==> src/rtl/muldiv_pkg.sv <==
// Shared types and op-decode helpers for the RV32M multiply/divide unit.
package muldiv_pkg;

  typedef enum logic [2:0] {
    OpMul    = 3'b000,
    OpMulh   = 3'b001,
    OpMulhsu = 3'b010,
    OpMulhu  = 3'b011,
    OpDiv    = 3'b100,
    OpDivu   = 3'b101,
    OpRem    = 3'b110,
    OpRemu   = 3'b111
  } muldiv_op_e;

  typedef enum logic [1:0] {
    StIdle   = 2'd0,
    StRun    = 2'd1,
    StFinish = 2'd2
  } muldiv_state_e;

  function automatic logic is_div(input muldiv_op_e op);
    return op[2];
  endfunction

  function automatic logic is_rem(input muldiv_op_e op);
    return op[2] & op[1];
  endfunction

  function automatic logic is_signed1(input muldiv_op_e op);
    return (op == OpMulh) || (op == OpMulhsu) || (op == OpDiv) || (op == OpRem);
  endfunction

  function automatic logic is_signed2(input muldiv_op_e op);
    return (op == OpMulh) || (op == OpDiv) || (op == OpRem);
  endfunction

endpackage

==> src/rtl/muldiv_operand_prep.sv <==
// Combinational operand front end: magnitudes, sign flags and special-case detection.
module muldiv_operand_prep
  import muldiv_pkg::*;
#(
  parameter int unsigned WIDTH = 32
) (
  input  muldiv_op_e       op_i,
  input  logic [WIDTH-1:0] op1_i,
  input  logic [WIDTH-1:0] op2_i,
  output logic [WIDTH-1:0] mag1_o,
  output logic [WIDTH-1:0] mag2_o,
  output logic             neg1_o,
  output logic             neg2_o,
  output logic             div_zero_o,
  output logic             overflow_o
);

  localparam logic [WIDTH-1:0] MinNeg = {1'b1, {(WIDTH-1){1'b0}}};

  always_comb begin
    neg1_o     = is_signed1(op_i) & op1_i[WIDTH-1];
    neg2_o     = is_signed2(op_i) & op2_i[WIDTH-1];
    // Negating the most negative value yields 2^(WIDTH-1), which is correct as unsigned.
    mag1_o     = neg1_o ? ({WIDTH{1'b0}} - op1_i) : op1_i;
    mag2_o     = neg2_o ? ({WIDTH{1'b0}} - op2_i) : op2_i;
    div_zero_o = is_div(op_i) && (op2_i == '0);
    overflow_o = ((op_i == OpDiv) || (op_i == OpRem)) && (op1_i == MinNeg) && (op2_i == '1);
  end

endmodule

==> src/rtl/muldiv_unit.sv <==
// Iterative RV32M multiply/divide unit sharing one shift/add-subtract datapath.
// Optional macro MULDIV_FAST_MUL_EN: single-cycle multiplier for MUL* ops.
module muldiv_unit
  import muldiv_pkg::*;
#(
  parameter int unsigned WIDTH = 32,
  parameter int unsigned CNT_W = $clog2(WIDTH) + 1
) (
  input  logic             clk,
  input  logic             reset,
  input  logic             start,
  input  logic [2:0]       op,
  input  logic [WIDTH-1:0] op1,
  input  logic [WIDTH-1:0] op2,
  output logic             busy,
  output logic             done,
  output logic [WIDTH-1:0] result,
  output logic             div_by_zero
);

  muldiv_op_e       op_in;
  logic [WIDTH-1:0] mag1, mag2;
  logic             neg1, neg2, div_zero, overflow;

  assign op_in = muldiv_op_e'(op);

  muldiv_operand_prep #(
    .WIDTH(WIDTH)
  ) u_prep (
    .op_i      (op_in),
    .op1_i     (op1),
    .op2_i     (op2),
    .mag1_o    (mag1),
    .mag2_o    (mag2),
    .neg1_o    (neg1),
    .neg2_o    (neg2),
    .div_zero_o(div_zero),
    .overflow_o(overflow)
  );

  muldiv_state_e      state_q, state_d;
  muldiv_op_e         op_q, op_d;
  logic [CNT_W-1:0]   cnt_q, cnt_d;
  logic [2*WIDTH-1:0] acc_q, acc_d, acc_step;
  logic [WIDTH-1:0]   opnd_q, opnd_d;
  logic               neg_q, neg_d;
  logic               busy_q, busy_d;
  logic               done_q, done_d;
  logic [WIDTH-1:0]   result_q, result_d;
  logic               dbz_q, dbz_d;

  // One iteration: shift-add for multiply (multiplier in the low half),
  // restoring shift-subtract for divide (remainder high, quotient low).
  function automatic logic [2*WIDTH-1:0] iterate(input logic               div,
                                                 input logic [2*WIDTH-1:0] acc,
                                                 input logic [WIDTH-1:0]   opnd);
    logic [WIDTH:0]     part;
    logic [2*WIDTH-1:0] nxt;
    if (div) begin
      part = {acc[2*WIDTH-1:WIDTH], acc[WIDTH-1]};
      if (part >= {1'b0, opnd}) begin
        part = part - {1'b0, opnd};
        nxt  = {part[WIDTH-1:0], acc[WIDTH-2:0], 1'b1};
      end else begin
        nxt  = {part[WIDTH-1:0], acc[WIDTH-2:0], 1'b0};
      end
    end else begin
      part = acc[0] ? ({1'b0, acc[2*WIDTH-1:WIDTH]} + {1'b0, opnd})
                    : {1'b0, acc[2*WIDTH-1:WIDTH]};
      nxt  = {part, acc[WIDTH-1:1]};
    end
    return nxt;
  endfunction

  // Sign fix and half/quotient/remainder selection.
  function automatic logic [WIDTH-1:0] finalize(input muldiv_op_e         o,
                                                input logic               neg,
                                                input logic [2*WIDTH-1:0] acc);
    logic [2*WIDTH-1:0] prod;
    logic [WIDTH-1:0]   quo, rem, res;
    prod = neg ? ({(2*WIDTH){1'b0}} - acc) : acc;
    quo  = neg ? ({WIDTH{1'b0}} - acc[WIDTH-1:0]) : acc[WIDTH-1:0];
    rem  = neg ? ({WIDTH{1'b0}} - acc[2*WIDTH-1:WIDTH]) : acc[2*WIDTH-1:WIDTH];
    case (o)
      OpMul:                     res = prod[WIDTH-1:0];
      OpMulh, OpMulhsu, OpMulhu: res = prod[2*WIDTH-1:WIDTH];
      OpDiv, OpDivu:             res = quo;
      default:                   res = rem;
    endcase
    return res;
  endfunction

  logic               fast_hit;
  logic [2*WIDTH-1:0] fast_acc;

`ifdef MULDIV_FAST_MUL_EN
  logic signed [WIDTH:0]     fm_a, fm_b;
  logic signed [2*WIDTH+1:0] fm_p;
  logic                      fm_unused;

  assign fm_a      = {is_signed1(op_in) & op1[WIDTH-1], op1};
  assign fm_b      = {is_signed2(op_in) & op2[WIDTH-1], op2};
  assign fm_p      = fm_a * fm_b;
  assign fm_unused = ^fm_p[2*WIDTH+1:2*WIDTH];
  assign fast_hit  = !is_div(op_in);
  assign fast_acc  = fm_p[2*WIDTH-1:0];
`else
  assign fast_hit  = 1'b0;
  assign fast_acc  = '0;
`endif

  assign acc_step = iterate(is_div(op_q), acc_q, opnd_q);

  always_comb begin
    state_d  = state_q;
    op_d     = op_q;
    cnt_d    = cnt_q;
    acc_d    = acc_q;
    opnd_d   = opnd_q;
    neg_d    = neg_q;
    done_d   = 1'b0;
    dbz_d    = 1'b0;
    result_d = result_q;
    unique case (state_q)
      StIdle: begin
        if (start) begin
          op_d = op_in;
          // Special cases resolve straight to a registered done on the next edge.
          if (div_zero) begin
            result_d = finalize(op_in, 1'b0, {op1, {WIDTH{1'b1}}});
            done_d   = 1'b1;
            dbz_d    = 1'b1;
          end else if (overflow) begin
            result_d = finalize(op_in, 1'b0, {{WIDTH{1'b0}}, op1});
            done_d   = 1'b1;
          end else if (fast_hit) begin
            result_d = finalize(op_in, 1'b0, fast_acc);
            done_d   = 1'b1;
          end else begin
            state_d = StRun;
            cnt_d   = CNT_W'(WIDTH);
            neg_d   = is_rem(op_in) ? neg1 : (neg1 ^ neg2);
            if (is_div(op_in)) begin
              acc_d  = {{WIDTH{1'b0}}, mag1};
              opnd_d = mag2;
            end else begin
              acc_d  = {{WIDTH{1'b0}}, mag2};
              opnd_d = mag1;
            end
          end
        end
      end
      StRun: begin
        acc_d = acc_step;
        cnt_d = cnt_q - CNT_W'(1);
        if (cnt_q == CNT_W'(2)) state_d = StFinish;
      end
      StFinish: begin
        // The last of the WIDTH iterations is folded into the finish cycle.
        acc_d    = acc_step;
        cnt_d    = cnt_q - CNT_W'(1);
        result_d = finalize(op_q, neg_q, acc_step);
        done_d   = 1'b1;
        state_d  = StIdle;
      end
      default: state_d = StIdle;
    endcase
    busy_d = (state_d != StIdle);
  end

  always_ff @(posedge clk or posedge reset) begin
    if (reset) begin
      state_q  <= StIdle;
      op_q     <= OpMul;
      cnt_q    <= '0;
      acc_q    <= '0;
      opnd_q   <= '0;
      neg_q    <= 1'b0;
      busy_q   <= 1'b0;
      done_q   <= 1'b0;
      result_q <= '0;
      dbz_q    <= 1'b0;
    end else begin
      state_q  <= state_d;
      op_q     <= op_d;
      cnt_q    <= cnt_d;
      acc_q    <= acc_d;
      opnd_q   <= opnd_d;
      neg_q    <= neg_d;
      busy_q   <= busy_d;
      done_q   <= done_d;
      result_q <= result_d;
      dbz_q    <= dbz_d;
    end
  end

  assign busy        = busy_q;
  assign done        = done_q;
  assign result      = result_q;
  assign div_by_zero = dbz_q;

endmodule

==> config.mk <==
export PLATFORM = sky130hd
export DESIGN_NAME = muldiv_unit
export DESIGN_NICKNAME = d
export VERILOG_FILES = /design/src/rtl/muldiv_pkg.sv /design/src/rtl/muldiv_operand_prep.sv /design/src/rtl/muldiv_unit.sv
export SDC_FILE = /design/constraint.sdc
export NUM_CORES = 1
export LEC_CHECK = 0
export CORE_MARGIN = 2
export CORE_UTILIZATION = 35
export CTS_CLUSTER_DIAMETER = 120
export DETAILED_ROUTE_END_ITERATION = 8
export PLACE_DENSITY_LB_ADDON = 0.05
export SYNTH_ARGS = -nofsm -noshare
export SYNTH_HDL_FRONTEND = slang
export SYNTH_SLANG_ARGS = --single-unit
==> constraint.sdc <==
create_clock -name clk -period 5.4 [get_ports clk]
set_clock_uncertainty 0.05 [all_clocks]
set_input_delay 1.62 -clock clk [delete_from_list [all_inputs] [get_ports clk]]
set_output_delay 1.62 -clock clk [all_outputs]
set_load 0.02 [all_outputs]
# Word level (Yosys, flattened, before mapping)

Index checks and enable logic that the tools add are counted.

Register bits: 143
Output and inout port bits: 35
Input port bits: 70

Eq/ne operators: 19
$add $sub $neg: 8
Bitwise operators: 6
Reduce and logical (&&, ||, !) cells: 24
Order comparisons: 1
Multiplexer cells: 38

Operators with widths:

| operator              | number |
|---|---|
| $mux 64               | 6 |
| $mux 32               | 11 |
| $pmux 64 s2           | 1 |
| $sub 1x32->32 const A | 4 |
| $pmux 32 s3           | 1 |
| $eq 32x32->1 const B  | 2 |
| $pmux 32 s2           | 1 |
| $sub 1x64->64 const A | 1 |
| $add 32x32->33        | 1 |
| $ge 33x32->1          | 1 |
| $mux 33               | 1 |
| $logic_not 32->1      | 1 |
| $sub 32x32->32        | 1 |
| $mux 6                | 3 |
| $eq 3x3->1 const B    | 5 |
| $pmux 6 s2            | 1 |
| $eq 3x2->1 const B    | 3 |
| $mux 2                | 4 |
| $reduce_and 4->1      | 2 |
| $mux 1                | 7 |
| $eq 3x1->1 const B    | 2 |
| $eq 6x2->1 const B    | 1 |
| $logic_not 3->1       | 2 |
| $logic_or 1x1->1      | 6 |
| 17 further kinds      | 28 |

# Depth between registers and ports, before layout

Gate-level depths: netlist (run 1).

Word-level depth: 11
Gate-level depth with buffers: 26
Gate-level depth less buffers: 22

# Modules after synthesis

A second synthesis (run 1) with hierarchy kept.

Cell total of the unflattened synthesis: 2,140
Area total of the unflattened synthesis: 16,325.7 um2

By module, submodules not included:

| module              | area each (um2) | sequential area each (um2) | cells an instance | instances |
|---|---|---|---|---|
| muldiv_unit         | 14,880.5        | 3,578.4                    | 1,933             | 1 |
| muldiv_operand_prep | 1,445.1         | 0.0                        | 207               | 1 |

# Worst setup path after synthesis (run 1)

No wires, ideal clock.

Path type: flip-flop to flip-flop
From: reg acc_q[51]
To: reg result_q[28] (netlist: result[28])
Required time: 5.274 ns
Arrival time: 4.883 ns
Setup slack: 0.391 ns
Path buffers: 3
Cell stages (with the launch flop): 24
Cell sequence: dfrtp_1 -> ha_1 -> buf_6 -> a21oi_4 -> o21ai_2 -> a211o_1 -> o21a_2 -> a21oi_4 -> buf_2 -> buf_1 -> nand2_1 -> o21ai_0 -> ha_1 -> o21ai_0 -> nor4_1 -> nand2_1 -> or3_1 -> or2_2 -> o21ai_0 -> xnor2_1 -> nand2_1 -> a211oi_1 -> a21oi_1 -> o21ai_1

Longest elaborated chain between the ends: 7
Elaborated cells between the ends (all ways): 14

Ends and longest elaborated chain:

| what                                         | line                                 | text |
|---|---|---|
| from (decl)                                  | muldiv_unit.sv:44                    | `logic [2*WIDTH-1:0] acc_q, acc_d, acc_step;` |
| from (signal assigned)                       | muldiv_unit.sv:176                   | `acc_q <= '0;` |
| from (signal assigned)                       | muldiv_unit.sv:187                   | `acc_q <= acc_d;` |
| $add 32x32->33, or another cell as far along | muldiv_unit.sv:68                    | `part = acc[0] ? ({1'b0, acc[2*WIDTH-1:WIDTH]} + {1'b0, opnd})` |
| $mux 33 or $mux 64 (tied branches)           | muldiv_unit.sv:68, muldiv_unit.sv:61 |  |
| $mux 64 *                                    | muldiv_unit.sv:59                    | `if (div) begin` |
| $sub 1x64->64, or another cell as far along  | muldiv_unit.sv:81                    | `prod = neg ? ({(2*WIDTH){1'b0}} - acc) : acc;` |
| $mux 64, or another cell as far along        | muldiv_unit.sv:81                    |  |
| $pmux 32 s3 *                                | muldiv_unit.sv:84                    | `case (o)` |
| $pmux 32 s2 *                                | muldiv_unit.sv:124                   | `unique case (state_q)` |
| to (signal assigned)                         | muldiv_unit.sv:192                   | `result_q <= result_d;` |
| to (decl)                                    | muldiv_unit.sv:49                    | `logic [WIDTH-1:0] result_q, result_d;` |

Mark *: on every way between the ends. The rest lies on a longest branch, timed or not.
A chain may end at the register's enable or synchronous reset.

# Worst setup path in the final report (run 1)

From: reg opnd_q[17]
To: reg result_q[7] (netlist: result[7])

Longest elaborated chain between the ends: 7
Elaborated cells between the ends (all ways): 11

Ends and longest elaborated chain:

| what                                        | line               | text |
|---|---|---|
| from (decl)                                 | muldiv_unit.sv:45  | `logic [WIDTH-1:0] opnd_q, opnd_d;` |
| from (signal assigned)                      | muldiv_unit.sv:188 | `opnd_q <= opnd_d;` |
| $ge 33x32->1 *                              | muldiv_unit.sv:61  | `if (part >= {1'b0, opnd}) begin` |
| $mux 64 *                                   | muldiv_unit.sv:61  |  |
| $mux 64 *                                   | muldiv_unit.sv:59  |  |
| $sub 1x64->64, or another cell as far along | muldiv_unit.sv:81  |  |
| $mux 64, or another cell as far along       | muldiv_unit.sv:81  |  |
| $pmux 32 s3 *                               | muldiv_unit.sv:84  |  |
| $pmux 32 s2 *                               | muldiv_unit.sv:124 |  |

Marks and branches as above.

==> reports/metrics.yaml, run 1 <==
status: "finished, final reports clean"
min_from: "result[7]"
min_period_ns: 5.236
worstHoldPathCells: 2
firstDrtPassIters: 5
leakagePower_nw: 7.821
synth_enable_flop_cells: 0
worstPathRequired_ns: 5.73
placed_cells: 3013
grt_pass1_vias: 17660
die_y_um: 222.1
preCtsSetupSlack_ns: -0.2239
layout_setup_ws_ns: 0.1641
hold_violations: 0
wl_um: 80470
start_util_pct: 35.61
cp.arrival_ns: 5.56
synthCells: 2279
r2r-end: "result[7]"
synth.yosys.seq_area_share_pct: 21.49
ir_worst_vdd_v: 0.0002012
hp-class: "reg -> reg"
cts_buffers: 17
r2r-start: "opnd_q[17]"
hold_end: "result[7]"
yosys.area.top_type: "dfrtp_1"
rrSetupSlack_ns: 0.16
synth_flop_cell: "dfrtp_1"
synth_top_area_share_pct: 21.49
power_density_nw_per_um2: 439.5
port_buffers: 104
slew_violations: 0
hpwlAfterDp_um: 64780
clk_path_buf_depth: 2
gp_congestion: 0.9538
top_level_ports: 105
final_common_cell: "nand2_1"
grt.total_usage_pct: 32.20
crit_fanout: 34
fp.dieW_um: 222.1
ff2ff_path_depth: 20
num-fill-cells: 4867
cts_max_level: 4
clock-sinks: 143
final_cell_mix: "nand2_1 (294), a21oi_1 (210), o21ai_0 (206), nor2_1 (193), buf_4 (162)"
rsz0062_at_grt: "true"
path_clk_slew_ns: 0.08
cts_tree: "built"
final_cells: 3046
dr_total_vias: 18670
setup_viol: 0
fin_crit_sh_pct: 96.96
diodes: 0
vias_per_cell: 6.128
tightest_slew_ns: 1.247
syn-num-nets: 2425
cts-root-buf: "clkbuf_16"
rows: 79
overflow: 0
layout.nets: 2572
synth_seq_cells: 143
drc: 0
end_kind: "flip-flop"
post_drt_wl_per_cell_um: 26.42
core-area_um2: 46750
antenna_found_initial: 3
relSlewSlack_pct: 16.87
dieArea_um2: 49330
timing.fmax_ghz: 0.1910
drt-initial-drc-count: 1860
grt_pass1_wl_um: 118500
synth_warnings: 0
fin_tns_setup_ns: 0
drive_gt1_share_pct: 12.55
yosysUniqueCellTypes: 106
synthToLayoutAreaGrowth_pct: 19.37
utilization_pct: 42.51
netlist_area_um2: 16650
antenna_left: 0
syn_avg_cell_area_um2: 7.306
clock_latency_ns: 0.50
async_flop_share_pct: 100.0
grt_max_degree: 108
drv_cap: 0
crit_type: "reg -> reg"
yosys-top-cells-area: "dfrtp_1 (21%), nand2_1 (6.6%), a21oi_1 (6.4%), o21ai_0 (6.3%), ha_1 (5.6%)"
ctsHoldBuffers: 0
whs_ns: 0.4426
startpoint_type: "flip-flop"
## state kept, by name, indices dropped and copies added, names as in the netlist
name         count
acc_q           64
busy             1
cnt_q            6
div_by_zero      1
done             1
neg_q            1
op_q             3
opnd_q          32
result          32
state_q          2
## critical path: stages, from the launching register on
cell and delay [ns]:
dfrtp_1 0.45, inv_1 0.11, ha_2 0.45, nand4_1 0.17, or4_1 0.60, o211ai_2 0.27, o21a_2 0.22, a21oi_4 0.05
buf_6 0.23, mux2_2 0.29, a21oi_1 0.08, inv_1 0.19, nand4_1 0.20, buf_4 0.20, or3_1 0.38, and2_1 0.19
xnor2_1 0.22, nor2_1 0.07, o22ai_1 0.43, buf_4 0.19, o21ai_0 0.06
## synthesized netlist by cell type, types with 11 or more instances
cell / instances
nand2_1: 294
a21oi_1: 214
o21ai_0: 208
nor2_1: 193
dfrtp_1: 143
clkbuf_1: 91
xnor2_1: 90
inv_1: 76
xor2_1: 75
ha_1: 74
nor3_1: 69
a211oi_1: 42
nand4_1: 41
mux2i_1: 40
nand3_1: 39
o211ai_1: 37
o31ai_1: 36
or3_1: 29
nand2b_1: 26
o21a_1: 26
a31oi_1: 25
a21o_1: 24
buf_2: 22
buf_1: 20
a221oi_1: 17
mux2_2: 17
nor4_1: 17
o22ai_1: 17
nor2b_1: 15
and2_1: 12
o21bai_1: 11
or4_1: 11
## area by class of cell
cell class	count	area, µm²	share of cell area (%)
Clock buffer	19	442.9	2.229
Clock inverter	13	152.6	0.7680
Inverter	78	296.5	1.492
Multi-Input combinational cell	1916	12310	61.95
Sequential cell	143	3587	18.05
Tap cell	607	759.5	3.821
Timing Repair Buffer	270	2323	11.69
## stage by stage
| step | total power (W) | instance area (µm²) |
|---|---|---|
| detailed placement | 0.007285 | 19170 |
| CTS | 0.008615 | 19780 |
| global placement | 0.007272 | 19170 |
| global route | 0.009242 | 19880 |
| floorplan | 0.005064 | 16650 |
| finish | 0.008735 | 19880 |
## cell families after synthesis
group / synth area share (%)
simple gates: 22.81
fa+ha+maj: 5.922
mux: 3.622
buf+inv: 5.358
flops: 21.49
compound gates: 32.11
xor+xnor: 8.680
## timing repair
item                                    in CTS  in global routing
buffers inserted                             0                  1
endpoints found under the setup margin      13                 20
gates resized for setup                      4                 26
gates cloned                                 0                  0
pin swaps                                    1                  3
hold endpoints to repair                     0                  0
## layer usage
layer  vias up  wire [µm]  global-route usage (%)
met5         -          0                       0
li1       8686          -                       -
met2       775      36630                   51.70
met1      9066      35090                   42.89
met3       139       4746                   4.161
met4         0       4000                   15.10
## where the power goes
part / switching, W / leakage, nW / internal, W
Clock: 0.000590 / 0.282 / 0.000700
Combinational: 0.00361 / 5.86 / 0.00220
Sequential: 0.000331 / 1.68 / 0.00131
Total: 0.00453 / 7.82 / 0.00421
## worst max path at each step
stage	cells after the start	to	from	slack (ns)
6_report	20	result[7]	opnd_q[17]	0.16
5_1_grt	24	result[12]	opnd_q[29]	-0.02
4_1_cts	24	result[12]	opnd_q[29]	0.02
3_5_place_dp	25	result[2]	opnd_q[29]	-0.22
3_3_place_gp	25	result[2]	opnd_q[29]	-0.30
2_1_floorplan	23	result[28]	acc_q[51]	0.39
Note: power is estimated with default switching activity, not from simulation.
==> run 2, diff against run 1 <==
CTS_CLUSTER_SIZE = 30   (was unset)
==> results of run 2 <==
Final layout, timing and power as in run 1 (identical DEF).
==> run 3, diff against run 2 <==
CTS_CLUSTER_DIAMETER = 100   (was 120)
==> results of run 3 <==
Final layout, timing and power as in run 1 (identical DEF).
